==> config.mk <==
export PLATFORM = sky130hd
export DESIGN_NAME = button_event_decoder
export DESIGN_NICKNAME = d
export VERILOG_FILES = /design/src/rtl/button_event_decoder.sv
export SDC_FILE = /design/constraint.sdc
export NUM_CORES = 1
export LEC_CHECK = 0
export ABC_AREA = 1
export BUFFER_PORTS_ARGS = -buffer_cell sky130_fd_sc_hd__buf_4
export CAP_MARGIN = 20
export CORE_UTILIZATION = 53
export DETAILED_ROUTE_END_ITERATION = 7
export PLACE_DENSITY = 0.74
export SKIP_LAST_GASP = 1
export SYNTH_ARGS = -nofsm -noshare
export SYNTH_HDL_FRONTEND = slang
export SYNTH_SLANG_ARGS = --single-unit
export TNS_END_PERCENT = 1
==> constraint.sdc <==
create_clock -name i_Clk -period 3.1 [get_ports i_Clk]
set_clock_uncertainty 0.15 [all_clocks]
set_input_delay 0.31 -clock i_Clk [delete_from_list [all_inputs] [get_ports i_Clk]]
set_output_delay 0.31 -clock i_Clk [all_outputs]
set_load 0.01 [all_outputs]
==> src/rtl/button_event_decoder.sv <==
// button_event_decoder
//
// Turns the debounced button level into one-cycle event pulses (press,
// release, click, double click, long press) plus a "held" level, so that
// downstream counters/LEDs/display logic need no edge or timing detection.
//
// Ports
//   i_Clk           system clock, rising edge
//   i_Rst_L         asynchronous active-low reset
//   i_Debounced     debounced button level, 1 = pressed
//   o_Press         pulse, first sample of a high level
//   o_Release       pulse, first sample of a low level
//   o_Click         pulse, single short press confirmed by gap timeout
//   o_Double_Click  pulse, release of the second short press
//   o_Long_Press    pulse, press reaches LONG_PRESS_LIMIT samples
//   o_Held          level, button considered held
//
// State table
//   IDLE           | waiting for a press
//   PRESSED        | first press in progress, not yet long
//   LONG_HELD      | long press already reported, waiting for release
//   WAIT_SECOND    | short press released, timing the gap for a second press
//   SECOND_PRESSED | second press of a possible double click in progress

module button_event_decoder #(
    parameter int LONG_PRESS_LIMIT = 25000000,
    parameter int DOUBLE_CLICK_GAP = 6250000
) (
    input  logic i_Clk,
    input  logic i_Rst_L,
    input  logic i_Debounced,
    output logic o_Press,
    output logic o_Release,
    output logic o_Click,
    output logic o_Double_Click,
    output logic o_Long_Press,
    output logic o_Held
);

    localparam int MAX_LIMIT = (LONG_PRESS_LIMIT > DOUBLE_CLICK_GAP) ?
                               LONG_PRESS_LIMIT : DOUBLE_CLICK_GAP;
    localparam int CNT_W     = (MAX_LIMIT > 1) ? $clog2(MAX_LIMIT) : 1;

    // The counter is cleared on the sample that enters a state, so on the
    // N-th sample of a run (entry sample = 1st) it reads N-2.
    localparam logic [CNT_W-1:0] LONG_LAST = CNT_W'(LONG_PRESS_LIMIT - 2);
    localparam logic [CNT_W-1:0] GAP_LAST  = CNT_W'(DOUBLE_CLICK_GAP - 2);

    typedef enum logic [2:0] {
        IDLE           = 3'd0,
        PRESSED        = 3'd1,
        LONG_HELD      = 3'd2,
        WAIT_SECOND    = 3'd3,
        SECOND_PRESSED = 3'd4
    } state_t;

    state_t           r_State;
    state_t           w_Next;
    logic             r_Prev;
    logic [CNT_W-1:0] r_Count;

    logic w_Rise;
    logic w_Fall;
    logic w_Long_Hit;
    logic w_Gap_Hit;
    logic w_Click;
    logic w_Double;
    logic w_Long;
    logic w_Held;

    assign w_Rise     = i_Debounced & ~r_Prev;
    assign w_Fall     = ~i_Debounced & r_Prev;
    assign w_Long_Hit = (r_Count == LONG_LAST);
    assign w_Gap_Hit  = (r_Count == GAP_LAST);

    always_comb begin
        w_Next   = r_State;
        w_Click  = 1'b0;
        w_Double = 1'b0;
        w_Long   = 1'b0;
        case (r_State)
            IDLE: begin
                if (w_Rise) w_Next = PRESSED;
            end
            PRESSED: begin
                // A release landing exactly on the limit sample still counts
                // as a long press; the button is already up, so go idle.
                if (w_Long_Hit) begin
                    w_Long = 1'b1;
                    w_Next = w_Fall ? IDLE : LONG_HELD;
                end else if (w_Fall) begin
                    w_Next = WAIT_SECOND;
                end
            end
            LONG_HELD: begin
                if (w_Fall) w_Next = IDLE;
            end
            WAIT_SECOND: begin
                // Edge beats the gap timeout on the same sample.
                if (w_Rise) begin
                    w_Next = SECOND_PRESSED;
                end else if (w_Gap_Hit) begin
                    w_Click = 1'b1;
                    w_Next  = IDLE;
                end
            end
            SECOND_PRESSED: begin
                // Turning long: the first press is reported as a click.
                if (w_Long_Hit) begin
                    w_Click = 1'b1;
                    w_Long  = 1'b1;
                    w_Next  = w_Fall ? IDLE : LONG_HELD;
                end else if (w_Fall) begin
                    w_Double = 1'b1;
                    w_Next   = IDLE;
                end
            end
            default: w_Next = IDLE;
        endcase
        w_Held = (w_Next == PRESSED) || (w_Next == LONG_HELD) ||
                 (w_Next == SECOND_PRESSED);
    end

    always_ff @(posedge i_Clk or negedge i_Rst_L) begin
        if (!i_Rst_L) begin
            r_State        <= IDLE;
            r_Prev         <= 1'b0;
            r_Count        <= '0;
            o_Press        <= 1'b0;
            o_Release      <= 1'b0;
            o_Click        <= 1'b0;
            o_Double_Click <= 1'b0;
            o_Long_Press   <= 1'b0;
            o_Held         <= 1'b0;
        end else begin
            r_State        <= w_Next;
            r_Prev         <= i_Debounced;
            if (w_Next != r_State) begin
                r_Count <= '0;
            end else if (r_Count != '1) begin
                r_Count <= r_Count + 1'b1;
            end
            o_Press        <= w_Rise;
            o_Release      <= w_Fall;
            o_Click        <= w_Click;
            o_Double_Click <= w_Double;
            o_Long_Press   <= w_Long;
            o_Held         <= w_Held;
        end
    end

endmodule

# Word level (Yosys, flattened, before mapping)
# Index checks and enable logic that the tools add are counted.
# op_classes
n_mux	19
n_bitwise	4
add_sub_neg	1
n_reduce_logical	5
n_eq_ne	11
# ops
operator	n
25-bit 2-to-1 mux	2
25-bit by 1-bit adder with 25-bit output (second input constant)	1
25-bit by 23-bit equality test with 1-bit output (second input constant)	1
25-bit equality test (second input constant)	1
25-bit != test (second input constant)	1
3-bit 2-to-1 mux	7
3-bit one-hot mux with 5 select lines	1
3-bit by 2-bit equality test with 1-bit output (second input constant)	3
1-bit 2-to-1 mux	7
3-bit by 1-bit equality test with 1-bit output (second input constant)	2
3-bit equality test (second input constant)	2
3-bit zero test	1
3-bit != test	1
1-bit bitwise AND	2
1-bit logical OR	2
2-bit 2-to-1 mux	1
1-bit inverter	2
1-bit one-hot mux with 2 select lines	1
2-bit nonzero test	1
2-bit OR reduction	1
# totals
in_bits	3
elab_cells	49
out_inout_bits	6
reg_bits	35

# Logic depth before layout (Yosys ltp)
# Gate-level depths: netlist (run 1).
# depth
depth_word	8
ltp_mapped	15
depth_no_buf	14

# Least setup slack after synthesis (run 1)
# OpenSTA, ideal clock, no wires.
# synth_path
path_type	register -> register
start	register r_Count[0]
end	register r_Count[0]
setup_ns	0.124
n_path_buf	1
slack_ns	1.080
stages_incl_launch_ff	15
arrival_ns	1.746
required_time_ns	2.826
cell_sequence	dfrtp_1 inv_1 ha_1 inv_1 nor2_2 nand3_1 nor2_1 nand2_1 nand2_2 nand2_2 clkinv_2 nand3_1 nand4_4 buf_6 nor2_4
# synth_via
elab_chain_cells	6
elab_cells_between_ends	13
# synth_lines
element	line	rtl
from (decl)	60	logic [CNT_W-1:0] r_Count;
from (signal assigned)	141	r_Count <= r_Count + 1'b1;
25-bit by 23-bit equality test with 1-bit output	74	assign w_Gap_Hit = (r_Count == GAP_LAST);
3-bit 2-to-1 mux	102	end else if (w_Gap_Hit) begin
3-bit 2-to-1 mux	100	if (w_Rise) begin
3-bit one-hot mux with 5 select lines	81	case (r_State)
3-bit != test	138	if (w_Next != r_State) begin
25-bit 2-to-1 mux / 2-bit nonzero test (equally long branches)	n/a	
# Several ways; a longest one is shown, not always the timed one. The select of a mux whose other input is x is not followed.
# A chain may end at the register's enable or synchronous reset.

# Worst setup path in the final report (run 1)
# layout_path
start	register r_Count[0]
end	register r_Count[14]
# layout_via
elab_chain_cells	6
elab_cells_between_ends	13
# layout_lines
element	line	rtl
25-bit by 23-bit equality test with 1-bit output	74	
3-bit 2-to-1 mux	102	
3-bit 2-to-1 mux	100	
3-bit one-hot mux with 5 select lines (*)	81	
via w_Next[1]	58	state_t w_Next;
3-bit != test (*)	138	
25-bit 2-to-1 mux / 2-bit nonzero test (equally long branches)	n/a	
# Mark *: on every way through the listed nets, which the timed path passes. The rest lies on a longest branch. The select of a mux whose other input is x is not followed.

==> impl_metrics.ini, run 1 <==
[sta]
worst_slack_ns = 0.551
slew_viol_final = 0
worstMarginPinSlew_ns = 0.685
max_slew_margin_pct = 54.3
max_freq_mhz = 392
finalSetupViolations = 0
hold_viol = 0
holdWs_ns = 0.353
final.setup.tns_ns = 0
period_share_pct = 82.2
rsz0062_at_grt = false
period_minus_slack_ns = 2.55

[setup_path]
crit_arrival_ns = 2.61
crit_path_start_kind = flop
cp-end-kind = flop
cp.required_ns = 3.16
critPathMaxFanout = 25
critical_path_class = reg -> reg

[synth]
ys_top_cells_by_area = dfrtp_1, nand2_1, nor2_1
ys.flop_type = dfrtp_1
ys_warn_count = 0
synth_cells = 292
yosysSeqAreaShare_pct = 39.4
synth_top_area_share_pct = 39.4
syn_area_sq_um = 2220
synthTopCellsByCount = nand2_1, nor2_1, inv_1
yosysMostFrequentCell = nand2_1
synthArstFlopShare_pct = 100
syn_avg_cell_area_sq_um = 7.61
syn-num-nets = 297
synth-edff-count = 0
synth_top_cell_by_area = dfrtp_1
synth-seq-cells = 35
post_synth_num_cell_types = 30

[cells_and_area]
diodes = 0
fillCellCount = 372
finalNonFillerCells = 356
drive_above_1_share_pct = 16.7
syn_to_final_growth_pct = 11.1
final_util_pct = 61.7
design_area_sq_um = 2470
nets = 310

[place]
dpl_cell_area_sq_um = 2310
dp_worst_setup_slack_ns = 0.566
dp_hpwl_um = 3600
gp_congestion = 0.905
dp.cells = 346
io_buffers = 8

[floorplan]
core_area_sq_um = 4000
dieArea_sq_um = 4450
chipWidth_um = 66.7
ios = 9
num_rows = 23
die_y_um = 66.7
start_util_pct = 55.5

[cts]
cts_sinks = 35
clock_latency_ns = 0.29
clock-root-buffer = clkbuf_8
cts_buffer_depth = 2
htree_levels = 2
tritoncts = yes
cts_buffers = 5
cts.clk_slew.worst_paths_ns = 0.08

[grt]
grt_antenna_before_repair = 0
grtUsageTotal_pct = 25.1
grt-ovfl-total = 0
grt_pass1_wl_um = 8240
grt_start_max_net_pins = 36
grt_pass1_vias = 1761

[power_and_ir_drop]
vdd_drop_max_mv = 0.798
leakage_nw = 1.06
power_mw = 1.48
p_per_area_nw_per_um2 = 599

[hold_path]
hold_class = in -> async

[drt]
routed_wl_um = 4710
drtIter0Drc = 169
viasPerCell = 5.17
drtPass1Iterations = 4
postRouteAntennaNets = 0
post_drt_wl_per_cell_um = 13.2
drc = 0
vias = 1842

[run_status]
status = complete, no violations

[run]
max_cap_viol_count = 0
==> layout make-up <==
cell class | instances | area [sq um] | share of cell area, %
Clock buffer | 5 | 68.8 | 2.79
Inverter | 41 | 155 | 6.29
Tap cell | 50 | 62.6 | 2.54
Timing Repair Buffer | 10 | 80.1 | 3.25
Multi-Input combinational cell | 212 | 1160 | 46.9
Clock inverter | 3 | 67.6 | 2.74
Sequential cell | 35 | 876 | 35.5
==> flip-flops by register name, summed over array words and instances, names as in the netlist <==
name and cells:
o_Release 1, o_Click 1, r_Count 25, o_Press 1, r_Prev 1, o_Held 1
r_State 3, o_Long_Press 1, o_Double_Click 1
==> report_power, final <==
part	total [mW]	internal, mW	switching [mW]
logic	0.460	0.117	0.343
registers	0.525	0.494	0.0314
clock network	0.493	0.321	0.172
==> per-layer routing <==
layer | vias up | track usage [%] | wire length [um]
met5 | - | 0 | 0
met3 | 11 | 6.34 | 233
met1 | 830 | 32.5 | 2150
li1 | 955 | - | -
met2 | 46 | 39.6 | 2230
met4 | 0 | 9.84 | 93
==> logic make-up after synthesis <==
logic type / Yosys count / share of synthesized area (%)
AOI/OAI and AO/OA: 19 / 5.01
xor gates and xnor gates: 10 / 3.94
adders and majority gates: 2 / 1.13
buffers and inverters: 45 / 8.45
DFF: 35 / 39.4
muxes: 1 / 0.451
and+or+nand+nor: 180 / 41.6
==> worst max-delay path, stage by stage (launching register included) <==
cell,delay (ns)
dfrtp_1,0.39
inv_1,0.13
ha_1,0.16
inv_1,0.04
nor2_2,0.13
nand2_1,0.06
nor2_1,0.11
nand2_1,0.13
nand3_1,0.11
nand2_2,0.06
clkinv_2,0.06
nand2_4,0.05
nand2_2,0.08
nand4_4,0.52
nor2_1,0.25
==> final timing paths <==
kind	cells after the start	endpoint	slack (ns)	startpoint
setup reg to reg	14	r_Count[14]	0.55	r_Count[0]
min in group i_Clk	2	o_Release	0.39	r_Prev
setup / recovery	14	r_Count[14]	0.55	r_Count[0]
hold / removal	2	r_Count[19]	0.35	i_Rst_L
hold reg to reg	2	o_Release	0.39	r_Prev
max in group asynchronous	2	r_State[2]	2.14	i_Rst_L
==> cells in the final DEF, fill, tap and decap left out <==
| cell | count |
|---|---|
| nand2_1 | 61 |
| nand3_2 | 1 |
| nor2_1 | 44 |
| nand2_4 | 1 |
| xor2_1 | 9 |
| nor2_2 | 13 |
| nand3_1 | 25 |
| ha_1 | 2 |
| a31oi_2 | 1 |
| nand4_1 | 6 |
| bufinv_16 | 2 |
| clkbuf_8 | 5 |
| dlygate4sd3_1 | 2 |
| clkinvlp_4 | 1 |
| nand3b_1 | 2 |
| o21ai_0 | 10 |
| inv_1 | 40 |
| nor4_1 | 1 |
| o41ai_1 | 1 |
| o211ai_1 | 1 |
| nand2_2 | 4 |
| xnor2_1 | 1 |
| nor2_4 | 10 |
| nand4_4 | 2 |
| nand4_2 | 1 |
| dfrtp_1 | 35 |
| buf_4 | 8 |
| clkinv_2 | 1 |
| a21oi_1 | 5 |
| mux2i_1 | 1 |
| o31ai_1 | 1 |
| nor3_1 | 8 |
| nor3_2 | 1 |
==> repair_timing <==
action                    in CTS  in global routing
hold endpoints to repair      36                  0
buffers inserted               0                  0
gates resized for setup        0                  0
hold buffers                   2                  0
Note: power is estimated with default switching activity, not from simulation.
==> run 2, diff against run 1 <==
- PLACE_DENSITY: 0.74 -> 0.77
- clock period: 3.1 -> 2.1 ns (I/O delays scaled with it)
==> impl_metrics.ini, run 2 (synthesized netlist as in run 1, its figures left out) <==
[grt]
grt_pass1_wl_um = 8350
grt_pass1_vias = 1790
grtUsageTotal_pct = 25.5
grt_antenna_before_repair = 0
grt-ovfl-total = 0
grt_start_max_net_pins = 36

[cells_and_area]
final_cell_mix = nand2_1, inv_1, nor2_1
final_util_pct = 69.3
syn_to_final_growth_pct = 24.9
finalNonFillerCells = 383
layout_commonest_cell = nand2_1
design_area_sq_um = 2770
diodes = 0
largest_reg_flops = 25
fillCellCount = 334
drive_above_1_share_pct = 28.2
top_regs = r_Count: 25 flops, r_State: 3 flops
top_register = r_Count
nets = 337

[power_and_ir_drop]
p_int_mw = 1.57
clkPwrFrac_pct = 21.0
seq_power_share_pct = 30.6
power_mw = 2.55
p_sw_share_pct = 38.1
p_per_area_nw_per_um2 = 918
combPwrFrac_pct = 48.4
vdd_drop_max_mv = 0.610
leakage_nw = 1.21
switchingPower_mw = 0.971

[setup_path]
critPathMaxFanout = 6
crit_path_top_delay_cell = dfrtp_1
rr_worst_depth = 13
cp.required_ns = 2.12
path_cells = inv_2, ha_4, inv_2, nor2_4, nand2_1, nor2_1, nand2_2, buf_4, nand2_1, o211ai_1, nand4_4, clkbuf_16, nor2_4
critical_path_class = reg -> reg
crit_path_start_kind = flop
cp-end-kind = flop
worst_path_largest_cell_delay_ns = 0.42
crit_arrival_ns = 2.22

[drt]
routed_wl_um = 5490
post_drt_wl_per_cell_um = 14.3
viasPerCell = 5.35
vias = 2049
postRouteAntennaNets = 0
drtIter0Drc = 193
drtPass1Iterations = 5
drc = 0

[hold_path]
hold_class = in -> async

[sta]
slew_viol_final = 0
hold_viol = 0
final.setup.tns_ns = -1.74
rsz0062_at_grt = true
holdWs_ns = 0.260
period_share_pct = 105
worst_slack_ns = -0.0995
max_freq_mhz = 455
period_minus_slack_ns = 2.20
worstMarginPinSlew_ns = 0.444
finalSetupViolations = 25
max_slew_margin_pct = 70.2

[cts]
clock_latency_ns = 0.28
tritoncts = yes
cts_sinks = 35
cts_buffers = 5
htree_levels = 2
clock-root-buffer = clkbuf_8
cts.clk_slew.worst_paths_ns = 0.07
cts_buffer_depth = 2

[floorplan]
start_util_pct = 55.5
dieArea_sq_um = 4450
num_rows = 23
die_y_um = 66.7
ios = 9
chipWidth_um = 66.7
core_area_sq_um = 4000

[run_status]
status = complete, but fails checks
violations = negative setup slack

[place]
dp_worst_setup_slack_ns = 0.0458
dp.cells = 365
dpl_cell_area_sq_um = 2480
gp_congestion = 0.940
dp_hpwl_um = 3720
io_buffers = 8

[run]
max_cap_viol_count = 0
[run 2: power groups by stage]
stage                     Sequential [mW]  Clock, mW  Combinational (mW)
after floorplan                     0.785          0               0.615
final                               0.779      0.534                1.23
after global placement              0.784          0               0.878
after global routing                0.787      0.584                1.31
after CTS                           0.773      0.542               0.891
after detailed placement            0.785          0               0.882
[run 2: critical path, delay by kind of cell (launching register included)]
family,cells,cell delay (ns)
simple gates,7,0.73
compound gates,1,0.15
buf+inv,4,0.50
flops,1,0.42
fa+ha+maj,1,0.13
[run 2: metal layers]
layer / up-vias / GRT usage, % / routed length, um
met4: 0 / 10.1 / 91
met5: - / 0 / 0
met3: 7 / 4.79 / 270
li1: 1004 / - / -
met2: 77 / 39.5 / 2740
met1: 961 / 34.8 / 2390
[run 2: worst paths after layout]
path	start	end	slack [ns]
min in group i_Clk	r_Prev	o_Release	0.39
max in group asynchronous	i_Rst_L	r_Count[9]	1.21
max reg2reg	r_Count[0]	r_Count[22]	-0.1
min	i_Rst_L	r_Count[18]	0.26
max	r_Count[0]	r_Count[22]	-0.1
min reg2reg	r_Prev	o_Release	0.39
[run 2: timing repair]
action | 4_1_cts | 5_1_grt
hold buffers | 2 | 0
resized for setup | 0 | 24
hold endpoints to repair | 37 | 0
endpoints found under the setup margin | 0 | 25
setup buffers | 0 | 6
[run 2: final cells by class]
class	count	area, sq um	share of cell area [%]
Multi-Input combinational cell	212	1230	44.5
Sequential cell	35	877	31.6
Timing Repair Buffer	37	343	12.4
Inverter	41	156	5.64
Clock buffer	8	100	3.61
Tap cell	50	62.6	2.26
==> run 3, diff against run 2 <==
- ABC_AREA: 1 -> not set
- ABC_CLOCK_PERIOD_IN_PS: not set -> 2100
==> impl_metrics.ini, run 3 <==
[run_status]
status = complete, but fails checks
violations = negative setup slack

[setup_path]
critical_path_class = reg -> reg
crit_path_start_kind = flop
crit_arrival_ns = 2.53
cp.required_ns = 2.13
cp-end-kind = flop
critPathMaxFanout = 11

[synth]
post_synth_num_cell_types = 46
synth_cells = 201
syn_avg_cell_area_sq_um = 9.93
synth-seq-cells = 35
syn_area_sq_um = 2000
synth_top_cell_by_area = dfrtp_1
syn-num-nets = 206
yosysMostFrequentCell = dfrtp_1
synthArstFlopShare_pct = 100
synthTopCellsByCount = dfrtp_1, nor2_1, nand2_1
yosysSeqAreaShare_pct = 43.9
synth_top_area_share_pct = 43.9
ys_top_cells_by_area = dfrtp_1, xnor2_1, nor2_1
ys_warn_count = 0
synth-edff-count = 0
ys.flop_type = dfrtp_1

[grt]
grt_pass1_vias = 1913
grt-ovfl-total = 0
grt_start_max_net_pins = 36
grt_pass1_wl_um = 8870
grt_antenna_before_repair = 0
grtUsageTotal_pct = 29.8

[sta]
max_slew_margin_pct = 70.1
period_minus_slack_ns = 2.50
hold_viol = 0
period_share_pct = 119
slew_viol_final = 0
worstMarginPinSlew_ns = 0.448
worst_slack_ns = -0.400
holdWs_ns = 0.0603
rsz0062_at_grt = true
finalSetupViolations = 25
max_freq_mhz = 400

[place]
dpl_cell_area_sq_um = 2490
dp_worst_setup_slack_ns = -0.367
io_buffers = 8
dp_hpwl_um = 3600
gp_congestion = 0.890

[cts]
tritoncts = yes
clock-root-buffer = clkbuf_8
cts_sinks = 35
clock_latency_ns = 0.29
htree_levels = 2
cts_buffers = 5
cts_buffer_depth = 2
cts.clk_slew.worst_paths_ns = 0.07

[drt]
drtPass1Iterations = 4
routed_wl_um = 5430
drtIter0Drc = 241
viasPerCell = 5.77
postRouteAntennaNets = 0
post_drt_wl_per_cell_um = 17.3
drc = 0
vias = 1816

[run]
max_cap_viol_count = 0

[floorplan]
dieArea_sq_um = 4010
ios = 9
die_y_um = 63.4
num_rows = 21
chipWidth_um = 63.4
core_area_sq_um = 3470
start_util_pct = 57.5

[cells_and_area]
design_area_sq_um = 2670
top_register = r_Count
layout_commonest_cell = buf_4
nets = 274
diodes = 0
syn_to_final_growth_pct = 33.7
top_regs = r_Count: 25 flops, r_State: 3 flops
final_cell_mix = buf_4, dfrtp_1, nor2_1
drive_above_1_share_pct = 37.2
largest_reg_flops = 25

[power_and_ir_drop]
power_mw = 2.37
p_per_area_nw_per_um2 = 889
vdd_drop_max_mv = 0.420
leakage_nw = 1.21

[hold_path]
hold_class = in -> reg
## run 3: cell types whose count changed after synthesis, sizes merged, moves of 8 or more
cell	change
nand2	-45
inv	-32
xnor2	+12
nand3	-18
o21ai	-8
nor2	-30
## run 3: critical path, cell delays in order, from the launching register on
cell and delay [ns]:
dfrtp_1 0.39, or3b_4 0.43, nor4_4 0.21, buf_4 0.18, nand3_2 0.09, o21ai_2 0.09
a2bb2oi_4 0.20, mux2i_4 0.29, buf_4 0.17, buf_16 0.14, nor2_1 0.05
## run 3: repair_timing
action,4_1_cts,5_1_grt
gates resized for setup,0,7
hold buffers,1,1
setup buffers,0,3
endpoints found under the hold margin,36,1
cloned,1,0
endpoints found under the setup margin,25,27
pin swaps,0,4
## run 3: logic make-up (layout without fill, tap and decap cells)
kind of cell,count (synthesis),in the layout,synth area share (%)
simple gates,106,106,31.0
flops,35,35,43.9
xor+xnor,23,23,10.1
compound gates,20,20,8.78
buf+inv,13,81,3.26
fa+ha+maj,3,3,1.82
mux,1,1,1.13
## run 3: metrics by stage
step | utilization [%] | TNS, ns | std cells
2_1_floorplan | - | -5.07 | 201
3_3_place_gp | 71.9 | -5.23 | 302
3_5_place_dp | 71.9 | -6.70 | 302
4_1_cts | 75.6 | -8.30 | 311
5_1_grt | 76.9 | -11.81 | 315
6_report | 76.9 | -8.72 | 315
## run 3: area by class of cell
cell class | count | area [sq um]
tap | 46 | 57.6
multi-input combinational | 153 | 1070
clock inverter | 1 | 5.00
clock buffer | 6 | 82.6
fill | 236 | 800
sequential | 35 | 876
inverter | 8 | 30.0
timing repair buffer | 66 | 546
## run 3: power breakdown
part | switching (mW) | leakage (nW) | internal (mW)
combinational | 0.526 | 0.690 | 0.558
sequential | 0.0661 | 0.476 | 0.729
clock | 0.237 | 0.0470 | 0.257
total | 0.829 | 1.21 | 1.54
## run 3: path summary, 6_finish.rpt
path                             start           end  slack [ns]  depth (start not counted)
setup / recovery           r_Count[10]   r_Count[21]       -0.40                         10
hold / removal             i_Debounced    r_State[2]        0.06                          2
setup reg to reg           r_Count[10]   r_Count[21]       -0.40                         10
hold reg to reg             r_Count[1]    r_Count[1]        0.43                          2
max in group asynchronous      i_Rst_L   r_Count[19]        1.23                          2
min in group asynchronous      i_Rst_L  o_Long_Press        0.25                          2
## run 3: metal layers
layer	routed length, um	vias to the layer above	global-route usage [%]
met1	2090	901	31.4
met2	2960	51	53.5
met5	0	-	0
met3	186	21	6.34
li1	-	843	-
met4	201	0	18.5
